[src/rtl/nn_frame_sequencer.sv]
// nn_frame_sequencer: collects a sample frame for the network, waits for it to settle, then picks the winning class by signed argmax.
module nn_frame_sequencer #(
  parameter int N_IN   = 80,
  parameter int IN_W   = 6,
  parameter int N_OUT  = 10,
  parameter int OUT_W  = 8,
  parameter int SETTLE = 2
) (
  input  logic                   clk,
  input  logic                   rst_n,
  input  logic                   in_valid,
  output logic                   in_ready,
  input  logic [IN_W-1:0]        in_data,
  input  logic                   in_last,
  output logic [N_IN*IN_W-1:0]   nn_in,
  input  logic [N_OUT*OUT_W-1:0] nn_out,
  output logic                   out_valid,
  input  logic                   out_ready,
  output logic [3:0]             out_class,
  output logic [OUT_W-1:0]       out_score,
  output logic                   frame_err,
  output logic                   busy
);
  typedef enum logic [2:0] {S_LOAD, S_DRAIN, S_SETTLE, S_CAPTURE, S_ARGMAX, S_DONE} state_e;
  state_e                   state_q, state_d;
  logic [6:0]               cnt_q, cnt_d;
  logic [3:0]               settle_q, settle_d;
  logic [3:0]               idx_q, idx_d;
  logic [3:0]               best_idx_q, best_idx_d;
  logic signed [OUT_W-1:0]  best_q, best_d;
  logic                     out_valid_q, out_valid_d;
  logic [3:0]               out_class_q, out_class_d;
  logic [OUT_W-1:0]         out_score_q, out_score_d;
  logic                     frame_err_q, frame_err_d;
  logic [IN_W-1:0]          nn_q [N_IN];
  logic signed [OUT_W-1:0]  score_q [N_OUT];
  logic signed [OUT_W-1:0]  score_w [N_OUT];
  logic                     acc, upd;
  for (genvar i = 0; i < N_IN; i++) begin : g_in
    assign nn_in[i*IN_W +: IN_W] = nn_q[i];
  end
  for (genvar i = 0; i < N_OUT; i++) begin : g_out
    assign score_w[i] = nn_out[i*OUT_W +: OUT_W];
  end
  assign in_ready  = state_q == S_LOAD || state_q == S_DRAIN;
  assign busy      = !in_ready;
  assign acc       = in_valid && in_ready;
  assign upd       = score_q[idx_q] > best_q;
  assign out_valid = out_valid_q;
  assign out_class = out_class_q;
  assign out_score = out_score_q;
  assign frame_err = frame_err_q;
  always_comb begin
    state_d     = state_q;
    cnt_d       = cnt_q;
    settle_d    = settle_q;
    idx_d       = idx_q;
    best_d      = best_q;
    best_idx_d  = best_idx_q;
    out_valid_d = out_valid_q;
    out_class_d = out_class_q;
    out_score_d = out_score_q;
    frame_err_d = 1'b0;
    case (state_q)
      S_LOAD: if (acc) begin
        cnt_d = cnt_q + 7'd1;
        if (cnt_q == 7'(N_IN-1)) begin
          cnt_d       = '0;
          frame_err_d = !in_last;
          state_d     = in_last ? S_SETTLE : S_DRAIN;
          settle_d    = 4'(SETTLE-1);
        end else if (in_last) begin
          cnt_d       = '0;
          frame_err_d = 1'b1;
        end
      end
      S_DRAIN: state_d = (acc && in_last) ? S_LOAD : S_DRAIN;
      S_SETTLE: begin
        settle_d = settle_q - 4'd1;
        state_d  = settle_q == '0 ? S_CAPTURE : S_SETTLE;
      end
      S_CAPTURE: begin
        best_d     = score_w[0];
        best_idx_d = '0;
        idx_d      = 4'd1;
        state_d    = S_ARGMAX;
      end
      S_ARGMAX: begin
        best_d     = upd ? score_q[idx_q] : best_q;
        best_idx_d = upd ? idx_q : best_idx_q;
        idx_d      = idx_q + 4'd1;
        if (idx_q == 4'(N_OUT-1)) begin
          state_d     = S_DONE;
          out_valid_d = 1'b1;
          out_class_d = best_idx_d;
          out_score_d = best_d;
        end
      end
      S_DONE: if (out_ready) begin
        state_d     = S_LOAD;
        out_valid_d = 1'b0;
      end
      default: state_d = S_LOAD;
    endcase
  end
  always_ff @(posedge clk or negedge rst_n)
    if (!rst_n) begin
      state_q     <= S_LOAD;
      cnt_q       <= '0;
      settle_q    <= '0;
      idx_q       <= '0;
      best_idx_q  <= '0;
      best_q      <= '0;
      out_valid_q <= 1'b0;
      out_class_q <= '0;
      out_score_q <= '0;
      frame_err_q <= 1'b0;
    end else begin
      state_q     <= state_d;
      cnt_q       <= cnt_d;
      settle_q    <= settle_d;
      idx_q       <= idx_d;
      best_idx_q  <= best_idx_d;
      best_q      <= best_d;
      out_valid_q <= out_valid_d;
      out_class_q <= out_class_d;
      out_score_q <= out_score_d;
      frame_err_q <= frame_err_d;
    end
  always_ff @(posedge clk or negedge rst_n)
    if (!rst_n) nn_q <= '{default: '0};
    else if (acc && state_q == S_LOAD) nn_q[cnt_q] <= in_data;
  // nn_out is only trusted at the capture edge, after the settle window.
  always_ff @(posedge clk)
    if (state_q == S_CAPTURE) score_q <= score_w;
endmodule

[config.mk]
export PLATFORM = sky130hd
export DESIGN_NAME = nn_frame_sequencer
export DESIGN_NICKNAME = d
export VERILOG_FILES = /design/src/rtl/nn_frame_sequencer.sv
export SDC_FILE = /design/constraint.sdc
export NUM_CORES = 1
export LEC_CHECK = 0
export BUFFER_PORTS_ARGS = -buffer_cell sky130_fd_sc_hd__buf_2
export CORE_AREA = 3 3 227 229
export DETAILED_ROUTE_END_ITERATION = 8
export DIE_AREA = 0 0 230 232
export PLACE_DENSITY = 0.81
export SLEW_MARGIN = 25
export SYNTH_ARGS = -nofsm -noshare
export SYNTH_HDL_FRONTEND = slang
export SYNTH_SLANG_ARGS = --single-unit
[constraint.sdc]
create_clock -name clk -period 5.3 [get_ports clk]
set_input_delay 0.795 -clock clk [delete_from_list [all_inputs] [get_ports clk]]
set_output_delay 0.795 -clock clk [all_outputs]
set_load 0.05 [all_outputs]
**Yosys cells after proc, flatten, opt, wreduce, memory -nomap -nowiden**

Index checks and enable logic that the tools add are counted.

- Output and inout bits: 496
- Register bits after elaboration: 604

- Mux-type cells: 31
- Magnitude comparators: 4
- Reduce and logical (&&, ||, !) cells: 17
- Add/sub/neg operators: 3
- Bitwise gates (word level): 2
- Eq/ne operators: 11

Operators with widths:

| operator | number |
|---|---|
| 480-bit bitwise mux | 1 |
| 6-bit demux with 7-bit select | 1 |
| 8-bit binary-select mux with 4-bit select | 1 |
| 8-bit two-way mux | 3 |
| 4-bit one-hot mux with 2 select lines | 3 |
| 3-bit one-hot mux with 6 select lines | 1 |
| 8-bit one-hot mux with 2 select lines | 1 |
| 7-bit two-way mux | 2 |
| 3-bit two-way mux | 4 |
| 4-bit two-way mux | 3 |
| 8-bit greater-or-equal comparator, second input constant | 1 |
| 8-bit > comparator | 1 |
| 8-bit by 1-bit less-than comparator with 1-bit output, second input constant | 1 |
| 1-bit two-way mux | 8 |
| 7-bit inverter with 8-bit output | 1 |
| 7-bit by 1-bit adder with 7-bit output, second input constant | 1 |
| 7-bit == test, second input constant | 1 |
| 3-bit by 2-bit == test with 1-bit output, second input constant | 2 |
| 3-bit == test, second input constant | 2 |
| 6-bit two-way mux | 1 |
| 2-bit != test, second input constant | 3 |
| 3-bit AND reduction | 2 |
| 2-bit nonzero test | 3 |
| 5-bit greater-or-equal comparator, second input constant | 1 |
| 15 further kinds | 20 |

**Logic depth before layout (Yosys ltp)**

Gate-level depths: netlist (run 1).

- Depth after elaboration: 7
- Mapped depth: 15

**Least setup slack after synthesis (run 1)**

No wires, ideal clock.

- Path kind: flip-flop to flip-flop
- Start: reg idx_q[0]
- End: reg best_idx_q[3]
- Setup time: 80 ps
- Slack: 2,007 ps
- Period minus slack after synthesis: 3,293 ps
- Stages on the path, launching flop included: 14
- Buffers on the path: 4
- Data required time: 5,220 ps
- Arrival: 3,212 ps
- Cell sequence: dfrtp_1 buf_2 buf_2 buf_2 mux2_2 nand2_1 o21ai_0 ha_1 nor2b_1 o211a_1 o21a_1 o21ai_0 clkbuf_1 mux2i_1

- Longest elaborated chain between the ends: 7

RTL lines:

| what | line | RTL |
|---|---|---|
| start: declaration | 28 | `logic [3:0] idx_q, idx_d;` |
| start signal: assignment | 122 | `idx_q <= idx_d;` |
| 4-bit inverter with 5-bit output (not written as such) | 48 | `assign upd = score_q[idx_q] > best_q;` |
| 8-bit binary-select mux with 4-bit select | 48 |  |
| 8-bit two-way mux (not written as such) (2 in series) | 48 |  |
| 8-bit > comparator | 48 |  |
| 4-bit two-way mux | 90 | `best_idx_d = upd ? idx_q : best_idx_q;` |
| 4-bit one-hot mux with 2 select lines | 64 | `case (state_q)` |
| end signal: assignment | 123 | `best_idx_q <= best_idx_d;` |
| end: declaration | 29 | `logic [3:0] best_idx_q, best_idx_d;` |

Every way passes these cells. The select of a mux whose other input is x is not followed.
A chain may end at the register's enable or synchronous reset.

**Worst setup path after layout (run 1)**

- Start: reg idx_q[1]
- End: reg best_q[6]

- Longest elaborated chain between the ends: 7

RTL lines:

| what | line | RTL |
|---|---|---|
| 4-bit inverter with 5-bit output (not written as such) (*) | 48, 89 |  |
| 8-bit binary-select mux with 4-bit select (*) | 48, 89 |  |
| 8-bit two-way mux (not written as such) (*) (2 in series) | 48, 89 |  |
| 8-bit > comparator | 48 |  |
| 8-bit two-way mux (*) | 89 | `best_d = upd ? score_q[idx_q] : best_q;` |
| 8-bit one-hot mux with 2 select lines (*) | 64 |  |
| end signal: assignment | 124 | `best_q <= best_d;` |
| end: declaration | 30 | `logic signed [OUT_W-1:0] best_q, best_d;` |

Every way passes the cells marked *; elsewhere a longest branch is shown, timed or not. The select of a mux whose other input is x is not followed.

==> flow_metrics.py, run 1 <==
metrics = {
    "status": {
        "status": "completed",
    },
    "floorplanning": {
        "die_y_um": 232,
        "io_pins": 587,
        "die_x_um": 230,
        "start_util_pct": 48.08,
        "rows": 82,
        "dieArea_sq_um": 53360,
        "coreArea_sq_um": 49860,
    },
    "logic_synthesis": {
        "ys_seq_area_share_pct": 64.71,
        "synthSimpleGateAreaFrac_pct": 5.605,
        "yosysWarnings": 0,
        "yosys.area_share.adder_pct": 0.6263,
        "synth_fp_nets": 1666,
        "ys_ff_latch": 604,
        "async_flop_share_pct": 86.75,
        "synth_xor_area_share_pct": 0.2923,
        "synth.area.mux_share_pct": 24.59,
        "synth_ff_type": "dfrtp_1",
        "synth-edff-count": 80,
        "netlist_area_sq_um": 23970,
        "ys_types": 63,
        "netlist_instances": 1563,
        "avgSynthCellArea_sq_um": 15.34,
        "synth_top_family_by_area": "multiplexers",
        "synth_compound_area_share_pct": 2.432,
    },
    "flow_run": {
        "max_cap_viol_count": 0,
    },
    "sta": {
        "period_minus_slack_ns": 3.627,
        "hold_viol": 0,
        "hold_ws_ns": 0.2351,
        "clock.fmax_mhz": 275.7,
        "drv_slew": 0,
        "relSlewSlack_pct": 27.69,
        "setup_viol": 0,
        "tightestPinTransition_ns": 1.085,
        "fin_crit_sh_pct": 68.44,
        "rsz0062_at_grt": "no",
        "fin_setup_tns_ns": 0,
        "clock_skew_ns": 0.02334,
    },
    "setup_path": {
        "reg2reg_depth": 11,
        "cp-end-kind": "register",
        "cpMostUsedCell": "o21ai_0",
        "max_stage_delay_ns": 0.80,
        "critPathMaxFanout": 16,
        "crit_slowest_cell": "nor3b_1",
        "path_class": "register to register",
        "start_kind": "register",
        "cp_cell_sequence": "nor3b_1 > nand2_1 > o21ai_0 > inv_1 > ha_1 > nand4_1 > nor2b_1 > o21a_1 > o21ai_0 > buf_4 > a311oi_1",
        "cp.required_ns": 5.79,
        "crit_arrival_ns": 4.12,
    },
    "layout": {
        "antennaDiodeCount": 0,
        "utilization_pct": 59.12,
        "n_fill_cell": 3859,
        "register_area_sq_um": 15510,
        "area_delta_synth_final_pct": 22.97,
        "drive_gt1_share_pct": 56.46,
        "multiInputGateArea_sq_um": 8043,
        "nets": 2247,
    },
    "detailed_routing": {
        "drc": 0,
        "num_vias": 15760,
        "ant_nets": 0,
        "drt_iter0_drc": 837,
        "routed_wl_mm": 67.20,
        "wl_per_cell_um": 23.49,
        "routed_via_density": 5.507,
        "first_pass_iters": 5,
    },
    "clock_tree": {
        "clkTransAtPathRegs_ns": 0.06,
        "ctsResizeCount": 0,
        "cts_hold_buf": 0,
        "cts-root-buf": "clkbuf_16",
        "cts_setup_buffers": 0,
        "clockBufferDepth": 3,
        "cts_tree": "yes",
        "insertion_delay_ns": 0.61,
        "htreeDepth": 2,
        "cts_buffers": 60,
        "cts_sinks": 604,
    },
    "min_path": {
        "hold_class": "primary input to asynchronous set/reset pin",
    },
    "placement": {
        "gp_congestion": 0.8872,
        "hpwl_mm": 46.54,
        "io_buffer_count": 586,
    },
    "global_route": {
        "grt_pass1_vias": 16260,
        "grt_pass1_wl_mm": 101.0,
        "grt-ovfl-total": 0,
        "grt_antenna_before_repair": 0,
        "grt_max_degree": 118,
        "grt_usage_pct": 24.69,
    },
    "power_and_ir_drop": {
        "peakVddDrop_mv": 0.3281,
        "power.density_nw_per_um2": 401.1,
        "power.leakage_uw": 0.01577,
    },
}
-- power breakdown --
part	internal (uW)	switching [uW]
logic	801	1810
clock network	2310	1740
registers	4940	220
total	8050	3770
-- per-stage QoR --
step | power [uW] | instance area (sq um) | setup WS [ns] | instances
after floorplan | 7093 | 23970 | 2.007 | 1563
after global placement | 7778 | 27600 | 1.834 | 2754
after detailed placement | 7840 | 27600 | 1.715 | 2754
after CTS | 11890 | 29480 | 1.694 | 2861
after global routing | 12310 | 29480 | 1.197 | 2861
final | 11830 | 29480 | 1.673 | 2861
-- layer usage --
metal	vias up	part of all wire, %	track usage, %
li1	6764	-	-
met1	8212	41	31.81
met2	615	49	41.61
met3	164	6.1	4.895
met4	0	4.3	9.412
met5	-	0	0
-- placed cells by master, fill, tap and decap left out, drive strengths merged, types with 2 or more instances in the layout --
| cell type | netlist | layout |
|---|---|---|
| dfrtp | 524 | 524 |
| edfxtp | 80 | 80 |
| mux2i | 4 | 4 |
| xor2 | 3 | 3 |
| clkbuf | 69 | 89 |
| xnor2 | 5 | 5 |
| and3 | 2 | 2 |
| o211a | 2 | 2 |
| mux4 | 8 | 8 |
| nor3 | 15 | 15 |
| a31oi | 5 | 5 |
| nor2 | 83 | 83 |
| ha | 12 | 12 |
| o21ai | 23 | 23 |
| nor4b | 2 | 2 |
| clkinv | 1 | 13 |
| a21oi | 11 | 11 |
| and2 | 2 | 2 |
| mux2 | 504 | 504 |
| inv | 21 | 24 |
| nand2b | 8 | 8 |
| a311oi | 7 | 7 |
| nand3 | 9 | 9 |
| clkinvlp | 0 | 2 |
| nand2 | 85 | 85 |
| nor2b | 5 | 5 |
| buf | 17 | 605 |
| o31ai | 8 | 8 |
| o221ai | 8 | 8 |
| nand3b | 4 | 4 |
| nor3b | 3 | 3 |
| nor4 | 2 | 2 |
| a211oi | 7 | 7 |
| o41ai | 2 | 2 |
| nand4 | 4 | 4 |
-- cells by family (layout without fill, tap and decap cells) --
group                      Yosys count  after routing
muxes                              516            516
adders and majority gates           12             12
buffers and inverters              108            734
DFF                                604            604
xor gates and xnor gates             8              8
AOI/OAI and AO/OA                   85             85
and+or+nand+nor                    230            230
-- state kept, by name (all words and copies together) (netlist names), 3 cells and up --
| register | cells |
|---|---|
| nn_in | 480 |
| score_q | 80 |
| best_q | 8 |
| out_score | 8 |
| cnt_q | 7 |
| best_idx_q | 4 |
| idx_q | 4 |
| out_class | 4 |
| settle_q | 4 |
| state_q | 3 |
-- synth_stat cells, types with 7 or more instances --
library cell	count	share of area (%)
dfrtp_1	524	55
mux2_2	492	23
nand2_1	83	1.3
edfxtp_1	80	10
clkbuf_1	69	1.1
nor2_1	52	0.81
nor2_4	30	1.4
o21ai_0	22	0.46
inv_1	21	0.33
nor3_1	14	0.29
ha_1	12	0.63
mux2_1	12	0.56
a21oi_1	11	0.23
buf_2	9	0.19
buf_1	8	0.13
mux4_2	8	0.75
nand2b_1	8	0.21
nand3_1	8	0.17
o221ai_1	8	0.29
o31ai_1	8	0.25
a211oi_1	7	0.22
a311oi_1	7	0.26
-- worst paths after layout --
path	slack [ns]	from	endpoint
setup / recovery	1.67	idx_q[1]	best_q[6]
max in group asynchronous	3.73	rst_n	nn_in[252]
setup reg to reg	1.67	idx_q[1]	best_q[6]
min in group clk	0.36	nn_out[69]	score_q[13]
hold / removal	0.24	rst_n	nn_in[204]
hold reg to reg	0.48	out_score[6]	out_score[6]
-- layout make-up --
class	instances	area share [%]
repair buffers	605	10.59
clock inverters	18	0.4584
clock buffers	89	5.908
inverters	22	0.2801
multi-input cells	851	27.28
flip-flops and latches	604	52.63
well taps	672	2.852
-- critical path: cells and delay by family (launching register included) --
| kind | cells | cell delay, ns |
|---|---|---|
| flops | 1 | 0.59 |
| buf+inv | 2 | 0.33 |
| simple gates | 4 | 1.18 |
| fa+ha+maj | 1 | 0.28 |
| compound gates | 4 | 1.13 |
(Power assumes the default switching activity.)
==> inputs of run 2 (changes only) <==
- CORE_AREA: 3 3 227 229 -> default
- CORE_MARGIN: default -> 3
- CORE_UTILIZATION: default -> 48
- DIE_AREA: 0 0 230 232 -> default
- PLACE_DENSITY: 0.81 -> 0.84
- clock period: 5.3 -> 3.1 ns (I/O delays scaled with it)
==> flow_metrics.py, run 2 (synthesis gave the netlist of run 1 again) <==
metrics = {
    "floorplanning": {
        "dieArea_sq_um": 52660,
        "rows": 81,
        "die_x_um": 229.5,
        "coreArea_sq_um": 49150,
        "io_pins": 587,
        "die_y_um": 229.5,
        "start_util_pct": 48.77,
    },
    "setup_path": {
        "crit_buf_inv": 3,
        "start_kind": "register",
        "r2r-start": "idx_q[0]",
        "crit_start": "idx_q[0]",
        "crit_arrival_ns": 3.49,
        "cp.required_ns": 3.58,
        "cp_cell_sequence": "buf_12 > mux2_2 > o221ai_2 > buf_4 > o21ai_1 > ha_1 > nand4_1 > o22ai_2 > a31oi_2 > buf_6 > o211a_1 > a311o_1",
        "critPathMaxFanout": 7,
        "path_class": "register to register",
        "cp-end-kind": "register",
        "crit_slowest_cell": "dfrtp_2",
        "critPathTopFamily": "compound AO/OA/AOI/OAI gates",
        "max_stage_delay_ns": 0.50,
    },
    "detailed_routing": {
        "drt_iter0_drc": 967,
        "ant_nets": 0,
        "routed_wl_mm": 69.93,
        "wl_per_cell_um": 23.66,
        "first_pass_iters": 5,
        "num_vias": 16290,
        "drc": 0,
        "routed_via_density": 5.511,
    },
    "clock_tree": {
        "insertion_delay_ns": 0.62,
        "clkTransAtPathRegs_ns": 0.07,
        "clockBufferDepth": 3,
        "htreeDepth": 2,
        "cts_sinks": 604,
        "cts-root-buf": "clkbuf_16",
        "cts_buffers": 61,
        "cts_tree": "yes",
    },
    "layout": {
        "instances_no_fill": 2956,
        "nets": 2342,
        "utilization_pct": 62.71,
        "final_common_cell": "buf_2",
        "antennaDiodeCount": 0,
        "area_delta_synth_final_pct": 28.56,
        "drive_gt1_share_pct": 57.50,
        "n_fill_cell": 3487,
        "layout_common_cells": "585 x buf_2, 523 x dfrtp_1, 492 x mux2_2",
        "largest_register_ffs": 480,
    },
    "sta": {
        "clock_skew_ns": 0.02043,
        "hold_viol": 0,
        "setup_viol": 0,
        "tightestPinTransition_ns": 0.8893,
        "fin_crit_sh_pct": 96.99,
        "clock.fmax_mhz": 332.6,
        "drv_slew": 0,
        "period_minus_slack_ns": 3.007,
        "relSlewSlack_pct": 40.26,
    },
    "placement": {
        "dp_cells": 2793,
        "io_buffer_count": 586,
        "hpwl_mm": 46.94,
        "gp_congestion": 0.8654,
    },
    "min_path": {
        "worstHoldStart": "nn_out[66]",
        "hold_class": "primary input to register",
    },
    "global_route": {
        "grt_antenna_before_repair": 2,
        "grt_pass1_wl_mm": 105.7,
        "grt_usage_pct": 26.01,
        "grt-ovfl-total": 0,
        "grt_max_degree": 94,
        "grt_pass1_vias": 16920,
    },
    "power_and_ir_drop": {
        "power.density_nw_per_um2": 712.7,
        "peakVddDrop_mv": 0.5622,
        "power.leakage_uw": 0.01642,
    },
    "flow_run": {
        "max_cap_viol_count": 0,
    },
    "status": {
        "status": "completed",
    },
}
[run 2: changes by cell type in the layout (fill, tap and decap cells not counted), sizes merged]
cell and change:
bufinv +8, buf +51, dlygate4sd3 +41, clkinv +4
clkbuf -4, inv +1, clkinvlp +2
[run 2: metal layers]
metal | GRT usage [%] | wire, um
met1 | 33.37 | 27790
met2 | 43.94 | 34770
met3 | 5.348 | 4584
met4 | 9.529 | 2793
met5 | 0 | 0
[run 2: worst register-to-register path: cells and delay by family, from the launching register on]
kind / cells / cell delay, ns
AO/OA/AOI/OAI: 6 / 1.06
flip-flops: 1 / 0.50
buffers and inverters: 3 / 0.47
multiplexers: 1 / 0.34
adder cells (fa/ha/maj): 1 / 0.32
AND/OR/NAND/NOR: 1 / 0.16
[run 2: worst paths after layout]
path / end / slack [ns] / cells after the start
max in group asynchronous: nn_in[214] / 1.64 / 3
hold / removal: score_q[10] / 0.03 / 1
setup reg to reg: best_q[3] / 0.09 / 12
hold reg to reg: nn_in[212] / 0.48 / 1
min in group asynchronous: nn_in[150] / 0.46 / 2
setup / recovery: best_q[3] / 0.09 / 12
[run 2: metrics by stage]
step	worst slack, ns	total power [uW]	setup TNS, ns	hold WS, ns	cell area [sq um]
after floorplan	0.001417	12150	0	0.1694	23990
after global placement	0.1231	13620	0	0.4589	28050
after detailed placement	0.02194	13750	0	0.4812	28050
after CTS	0.009768	21630	0	0.0002561	30640
after global routing	-0.02225	22810	-0.03272	0.001015	30820
final	0.09345	21970	0	0.02793	30820
[run 2: cell type report]
cell class / instances / area, sq um / share of cell area [%]
clock buffers: 83 / 1762 / 5.716
clock inverters: 33 / 424.2 / 1.376
multi-input cells: 851 / 8109 / 26.31
repair buffers: 699 / 4094 / 13.28
inverters: 22 / 86.33 / 0.2801
well taps: 664 / 830.8 / 2.695
flip-flops and latches: 604 / 15520 / 50.34
[run 2: timing repair]
| item | in CTS | in global routing |
|---|---|---|
| resized for setup | 0 | 27 |
| buffers inserted | 0 | 4 |
| endpoints found under the setup margin | 0 | 23 |
| endpoints found under the hold margin | 117 | 1 |
| hold buffers | 40 | 1 |
[run 2: report_power, final]
part           switching (uW)  internal [uW]  total [uW]
combinational            3340           1950        5280
sequential                341           8450        8790
clock                    3150           4740        7890
total                    6830          15100       22000
